--- src/rtl/spi_xfer_arbiter.sv ---
// Round-robin arbiter sharing one SPI master engine between NUM_REQ requesters.
// Sequences start/done, enforces a chip-select idle gap and aborts hung transfers.

module spi_xfer_arbiter #(
   parameter int unsigned NUM_REQ = 2,
   parameter int unsigned DATA_W  = 32,
   parameter int unsigned CS_W    = 2,
   parameter int unsigned TIMEOUT = 1024
) (
   input  logic                       clk,
   input  logic                       rst_n,
   input  logic [NUM_REQ-1:0]         req_valid_i,
   output logic [NUM_REQ-1:0]         req_ready_o,
   input  logic [NUM_REQ*CS_W-1:0]    req_cs_i,
   input  logic [NUM_REQ*DATA_W-1:0]  req_tx_i,
   output logic [NUM_REQ-1:0]         rsp_valid_o,
   output logic [DATA_W-1:0]          rsp_rx_o,
   output logic                       rsp_err_o,
   output logic [$clog2(NUM_REQ)-1:0] grant_id_o,
   output logic                       busy_o,
   input  logic [7:0]                 cfg_gap_i,
   output logic                       spi_start_o,
   output logic [DATA_W-1:0]          spi_tx_o,
   output logic [CS_W-1:0]            spi_cs_sel_o,
   input  logic                       spi_busy_i,
   input  logic                       spi_done_i,
   input  logic [DATA_W-1:0]          spi_rx_i
);

   localparam int unsigned    IdW    = $clog2(NUM_REQ);
   localparam int unsigned    WdW    = $clog2(TIMEOUT);
   localparam logic [WdW-1:0] WdTerm = WdW'(TIMEOUT - 1);

   typedef enum logic [2:0] {
      StIdle,
      StStart,
      StWait,
      StResp,
      StGap
   } state_e;

   state_e              state_q, state_d;
   logic [IdW-1:0]      last_q, last_d;
   logic [IdW-1:0]      grant_q, grant_d;
   logic [DATA_W-1:0]   tx_q, tx_d;
   logic [CS_W-1:0]     cs_q, cs_d;
   logic [DATA_W-1:0]   rx_q, rx_d;
   logic                err_q, err_d;
   logic [7:0]          gap_q, gap_d;
   logic [WdW-1:0]      wdog_q, wdog_d;

   logic [CS_W-1:0]     cs_arr [NUM_REQ];
   logic [DATA_W-1:0]   tx_arr [NUM_REQ];
   logic                arb_found;
   logic [IdW-1:0]      arb_idx;
   logic [IdW-1:0]      cand;

   for (genvar k = 0; k < NUM_REQ; k++) begin : g_unpack
      assign cs_arr[k] = req_cs_i[k*CS_W +: CS_W];
      assign tx_arr[k] = req_tx_i[k*DATA_W +: DATA_W];
   end

   // Scan starting just after the last served requester so everyone gets a turn.
   always_comb begin
      arb_found = 1'b0;
      arb_idx   = '0;
      cand      = '0;
      for (int unsigned i = 1; i <= NUM_REQ; i++) begin
         cand = IdW'((32'(last_q) + i) % NUM_REQ);
         if (!arb_found && req_valid_i[cand]) begin
            arb_found = 1'b1;
            arb_idx   = cand;
         end
      end
   end

   always_comb begin
      state_d     = state_q;
      last_d      = last_q;
      grant_d     = grant_q;
      tx_d        = tx_q;
      cs_d        = cs_q;
      rx_d        = rx_q;
      err_d       = err_q;
      gap_d       = gap_q;
      wdog_d      = wdog_q;
      req_ready_o = '0;
      rsp_valid_o = '0;
      spi_start_o = 1'b0;

      unique case (state_q)
         StIdle: begin
            // Gated by rst_n so ready stays low while reset is held.
            if (arb_found && rst_n) begin
               req_ready_o[arb_idx] = 1'b1;
               grant_d              = arb_idx;
               tx_d                 = tx_arr[arb_idx];
               cs_d                 = cs_arr[arb_idx];
               state_d              = StStart;
            end
         end
         StStart: begin
            if (!spi_busy_i) begin
               spi_start_o = 1'b1;
               wdog_d      = '0;
               state_d     = StWait;
            end
         end
         StWait: begin
            wdog_d = wdog_q + 1'b1;
            // A done on the terminal count still completes normally.
            if (spi_done_i) begin
               rx_d    = spi_rx_i;
               err_d   = 1'b0;
               state_d = StResp;
            end else if (wdog_q == WdTerm) begin
               rx_d    = '0;
               err_d   = 1'b1;
               state_d = StResp;
            end
         end
         StResp: begin
            rsp_valid_o[grant_q] = 1'b1;
            last_d               = grant_q;
            if (cfg_gap_i == 8'd0) begin
               state_d = StIdle;
            end else begin
               gap_d   = cfg_gap_i;
               state_d = StGap;
            end
         end
         StGap: begin
            gap_d = gap_q - 8'd1;
            if (gap_q == 8'd1) begin
               state_d = StIdle;
            end
         end
         default: begin
            state_d = StIdle;
         end
      endcase
   end

   always_ff @(posedge clk or negedge rst_n) begin
      if (!rst_n) begin
         state_q <= StIdle;
         last_q  <= IdW'(NUM_REQ - 1);
         grant_q <= '0;
         tx_q    <= '0;
         cs_q    <= '0;
         rx_q    <= '0;
         err_q   <= 1'b0;
         gap_q   <= '0;
         wdog_q  <= '0;
      end else begin
         state_q <= state_d;
         last_q  <= last_d;
         grant_q <= grant_d;
         tx_q    <= tx_d;
         cs_q    <= cs_d;
         rx_q    <= rx_d;
         err_q   <= err_d;
         gap_q   <= gap_d;
         wdog_q  <= wdog_d;
      end
   end

   assign rsp_rx_o     = rx_q;
   assign rsp_err_o    = err_q;
   assign grant_id_o   = grant_q;
   assign spi_tx_o     = tx_q;
   assign spi_cs_sel_o = cs_q;
   assign busy_o       = (state_q != StIdle);

endmodule

--- config.mk ---
export PLATFORM = sky130hd
export DESIGN_NAME = spi_xfer_arbiter
export DESIGN_NICKNAME = d
export VERILOG_FILES = /design/src/rtl/spi_xfer_arbiter.sv
export SDC_FILE = /design/constraint.sdc
export NUM_CORES = 1
export LEC_CHECK = 0
export ABC_AREA = 1
export CAP_MARGIN = 20
export CORE_MARGIN = 5
export CORE_UTILIZATION = 40
export CTS_BUF_LIST = sky130_fd_sc_hd__clkbuf_16
export DETAILED_ROUTE_END_ITERATION = 7
export GPL_ROUTABILITY_DRIVEN = 0
export GPL_TIMING_DRIVEN = 0
export PLACE_DENSITY = 0.88
export SLEW_MARGIN = 20
export SYNTH_ARGS = -nofsm -noshare
export SYNTH_HDL_FRONTEND = slang
export SYNTH_SLANG_ARGS = --single-unit
--- constraint.sdc ---
create_clock -name clk -period 2.5 [get_ports clk]
set_clock_uncertainty 0.1 [all_clocks]
set_input_delay 0.625 -clock clk [delete_from_list [all_inputs] [get_ports clk]]
set_output_delay 0.625 -clock clk [all_outputs]
set_load 0.1 [all_outputs]
==> reports/qor.txt <==
status - completed
via count - 4,233
critical setup path kind - flip-flop to output port
# Max-Cap Violations - 0
CTS Hold Bufs - 0
Yosys cell types - 30
Post-Syn Instances - 527
Reg clk slew, reported paths - 0.07 ns
crit path time final - 2.41 ns
DR pass1 iterations - 4
count leader, synth - nand2_1
Initial Util - 41.1%
Filler Cells Inserted - 853
Avg Inst Size Synth - 8.08 µm²
R2R cell count - 9
CTS sink count - 90
Critical Path RT - 1.77 ns
Ys Warns - 0
Final Hold Viols - 0
maximum clock rate - 0.415 GHz
Die ar. - 12,800 µm²
FF-to-FF End - rsp_rx_o[12]
n_diodes - 0
gr ovfl total - 0
clk_lat worst skew - 0.32 ns
CTS tree - yes
Total Wirelength - 13.1 mm
layout cells sized above 1 - 10.0%
num rows - 37
Post-DRT Antenna Nets - 0
DP HPWL - 10.1 mm
largest family of logic cells by synthesized area - simple AND/OR/NAND/NOR gates
syn nets - 644
Worst EP arrival - 1.68 ns
post-synthesis compound-gate area fraction - 3.08%
R2R setup slack - 0.70 ns
count of final setup violators - 0
largest net degree at the start of global routing - 59
first-pass GRT wire length - 21.2 mm
H-tree depth - 3
Total GRT Usage - 20.2%
sequential cell area fraction in the yosys report - 52.9%
final core area utilization - 64.3%
Area contributors post-synth - dfrtp_1, nand2_1, nand3_1, nor2_1, buf_6
Max FO, Critical Path - 4
Startpoint Class - flip-flop
Final period util - 96.3%
share of the synthesized area in the top cell type - 52.3%
FFs w/ async S/R, synth - 100%
IO Count - 188
relative slew slack - 32.8%
root buf cell - clkbuf_16
Syn-to-layout area delta - 56.5%
multiplexer share of the synthesized area - 0%
adder-cell share of the synthesized area - 0.881%
post-synthesis simple-gate area fraction - 36.8%
core area - 10,400 µm²
worst min path class - primary input to async pin
Worst Setup SP - state_q[0]
Max Root-Sink Buffers - 2
post-synth top area cell - dfrtp_1
cell area after synthesis - 4260 µm²
Port Buffers - 187
DR iter-0 viols - 336
Primary FF master, synth - dfrtp_1
Avg WL per Cell - 14.9 µm
Slew Limit Fails - 0
chip width - 113 µm
worst r2r src - wdog_q[0]
Post-synth top cells - nand2_1, dfrtp_1, nand3_1, nor2_1, inv_1
Die H - 113 µm
XOR/XNOR Fraction of Synth Area - 0.411%
crit path capture type - output port
vias in the first global route - 4,439
CTS Buf Count - 9
fin nets - 850
Yosys reg bits - 90
RSZ-0062 raised after global routing - false
Vias/cell - 4.84
EDFF count, synth - 0
antenna violations before repair - 0
DRC Markers - 0
Slew @ Worst Pin - 1.01 ns
-- critical path: stages (launching register included) --
cell	delay (ns)
dfrtp_1	0.45
inv_2	0.09
nand2_4	0.11
nor2_4	0.05
inv_2	0.09
clkdlybuf4s15_2	0.56
-- what timing repair did --
action,in CTS,in global routing
pin swaps,3,1
gates resized for setup,114,2
endpoints found under the setup margin,74,3
setup buffers,6,1
-- cell type report --
class	instances	area, µm²	share of cell area, %
clock buffer	9	225	3.38
inverter	28	105	1.58
timing repair buffer	195	1890	28.4
clock inverter	7	98.8	1.48
multi-input combinational	391	1770	26.5
buffer	18	153	2.29
sequential	90	2250	33.8
tap	136	170	2.55
-- flip-flops by register name, summed over array words and instances (netlist names) --
name          count
rsp_rx_o         32
spi_tx_o         32
wdog_q           10
gap_q             8
state_q           3
spi_cs_sel_o      2
grant_id_o        1
last_q            1
rsp_err_o         1
-- logic make-up (layout without fill, tap and decap cells) --
| family | after synthesis | count (layout) |
|---|---|---|
| AOI/OAI and AO/OA | 23 | 23 |
| xor gates and xnor gates | 2 | 2 |
| adders and majority gates | 3 | 3 |
| buffers and inverters | 46 | 257 |
| DFF | 90 | 90 |
| and+or+nand+nor | 363 | 363 |
-- worst max-delay path by stage --
stage	to
after global placement	req_ready_o[1]
after detailed placement	req_ready_o[1]
after floorplan	rsp_valid_o[1]
final	busy_o
after CTS	rsp_valid_o[0]
after global routing	busy_o
-- metal layers --
metal  vias up  routed length (µm)  track usage, %
met4         0                 280            6.89
li1       2073                   -               -
met2       186                6570            36.0
met5         -                   0               0
met3        26                1060            5.78
met1      1948                5150            23.3
-- per-stage QoR --
stage / setup TNS (ns) / area [µm²] / std cells / setup slack, ns / hold WS [ns]
3_3_place_gp: -365.72 / 6310 / 850 / -4.97 / 0.353
5_1_grt: 0 / 6670 / 874 / 0.0334 / 0.0250
6_report: 0 / 6670 / 874 / 0.0915 / 0.0208
4_1_cts: 0 / 6650 / 873 / 0.00267 / 0.0494
2_1_floorplan: -0.154 / 4270 / 527 / -0.154 / 0.229
3_5_place_dp: -4.62 / 6340 / 851 / -1.40 / 0.358
-- cells in the final DEF (no fill, tap or decap), types with 3 or more instances in the layout --
master / synthesis / final
dlygate4sd2_1: 0 / 70
clkdlybuf4s50_1: 0 / 110
nand3_1: 59 / 59
buf_4: 1 / 10
inv_2: 6 / 6
buf_6: 9 / 9
clkbuf_16: 0 / 9
ha_1: 3 / 3
buf_2: 8 / 8
buf_12: 0 / 3
dfrtp_1: 89 / 88
inv_1: 22 / 22
nand2_1: 248 / 248
nor2_4: 3 / 3
o21ai_0: 15 / 14
nor2_1: 33 / 30
nand4_1: 7 / 7
inv_6: 0 / 3
nor2_2: 0 / 3
Power is left out: the tool's default activity adds up to more than one toggle a clock period on the data nets, which glitch-free logic cannot reach.
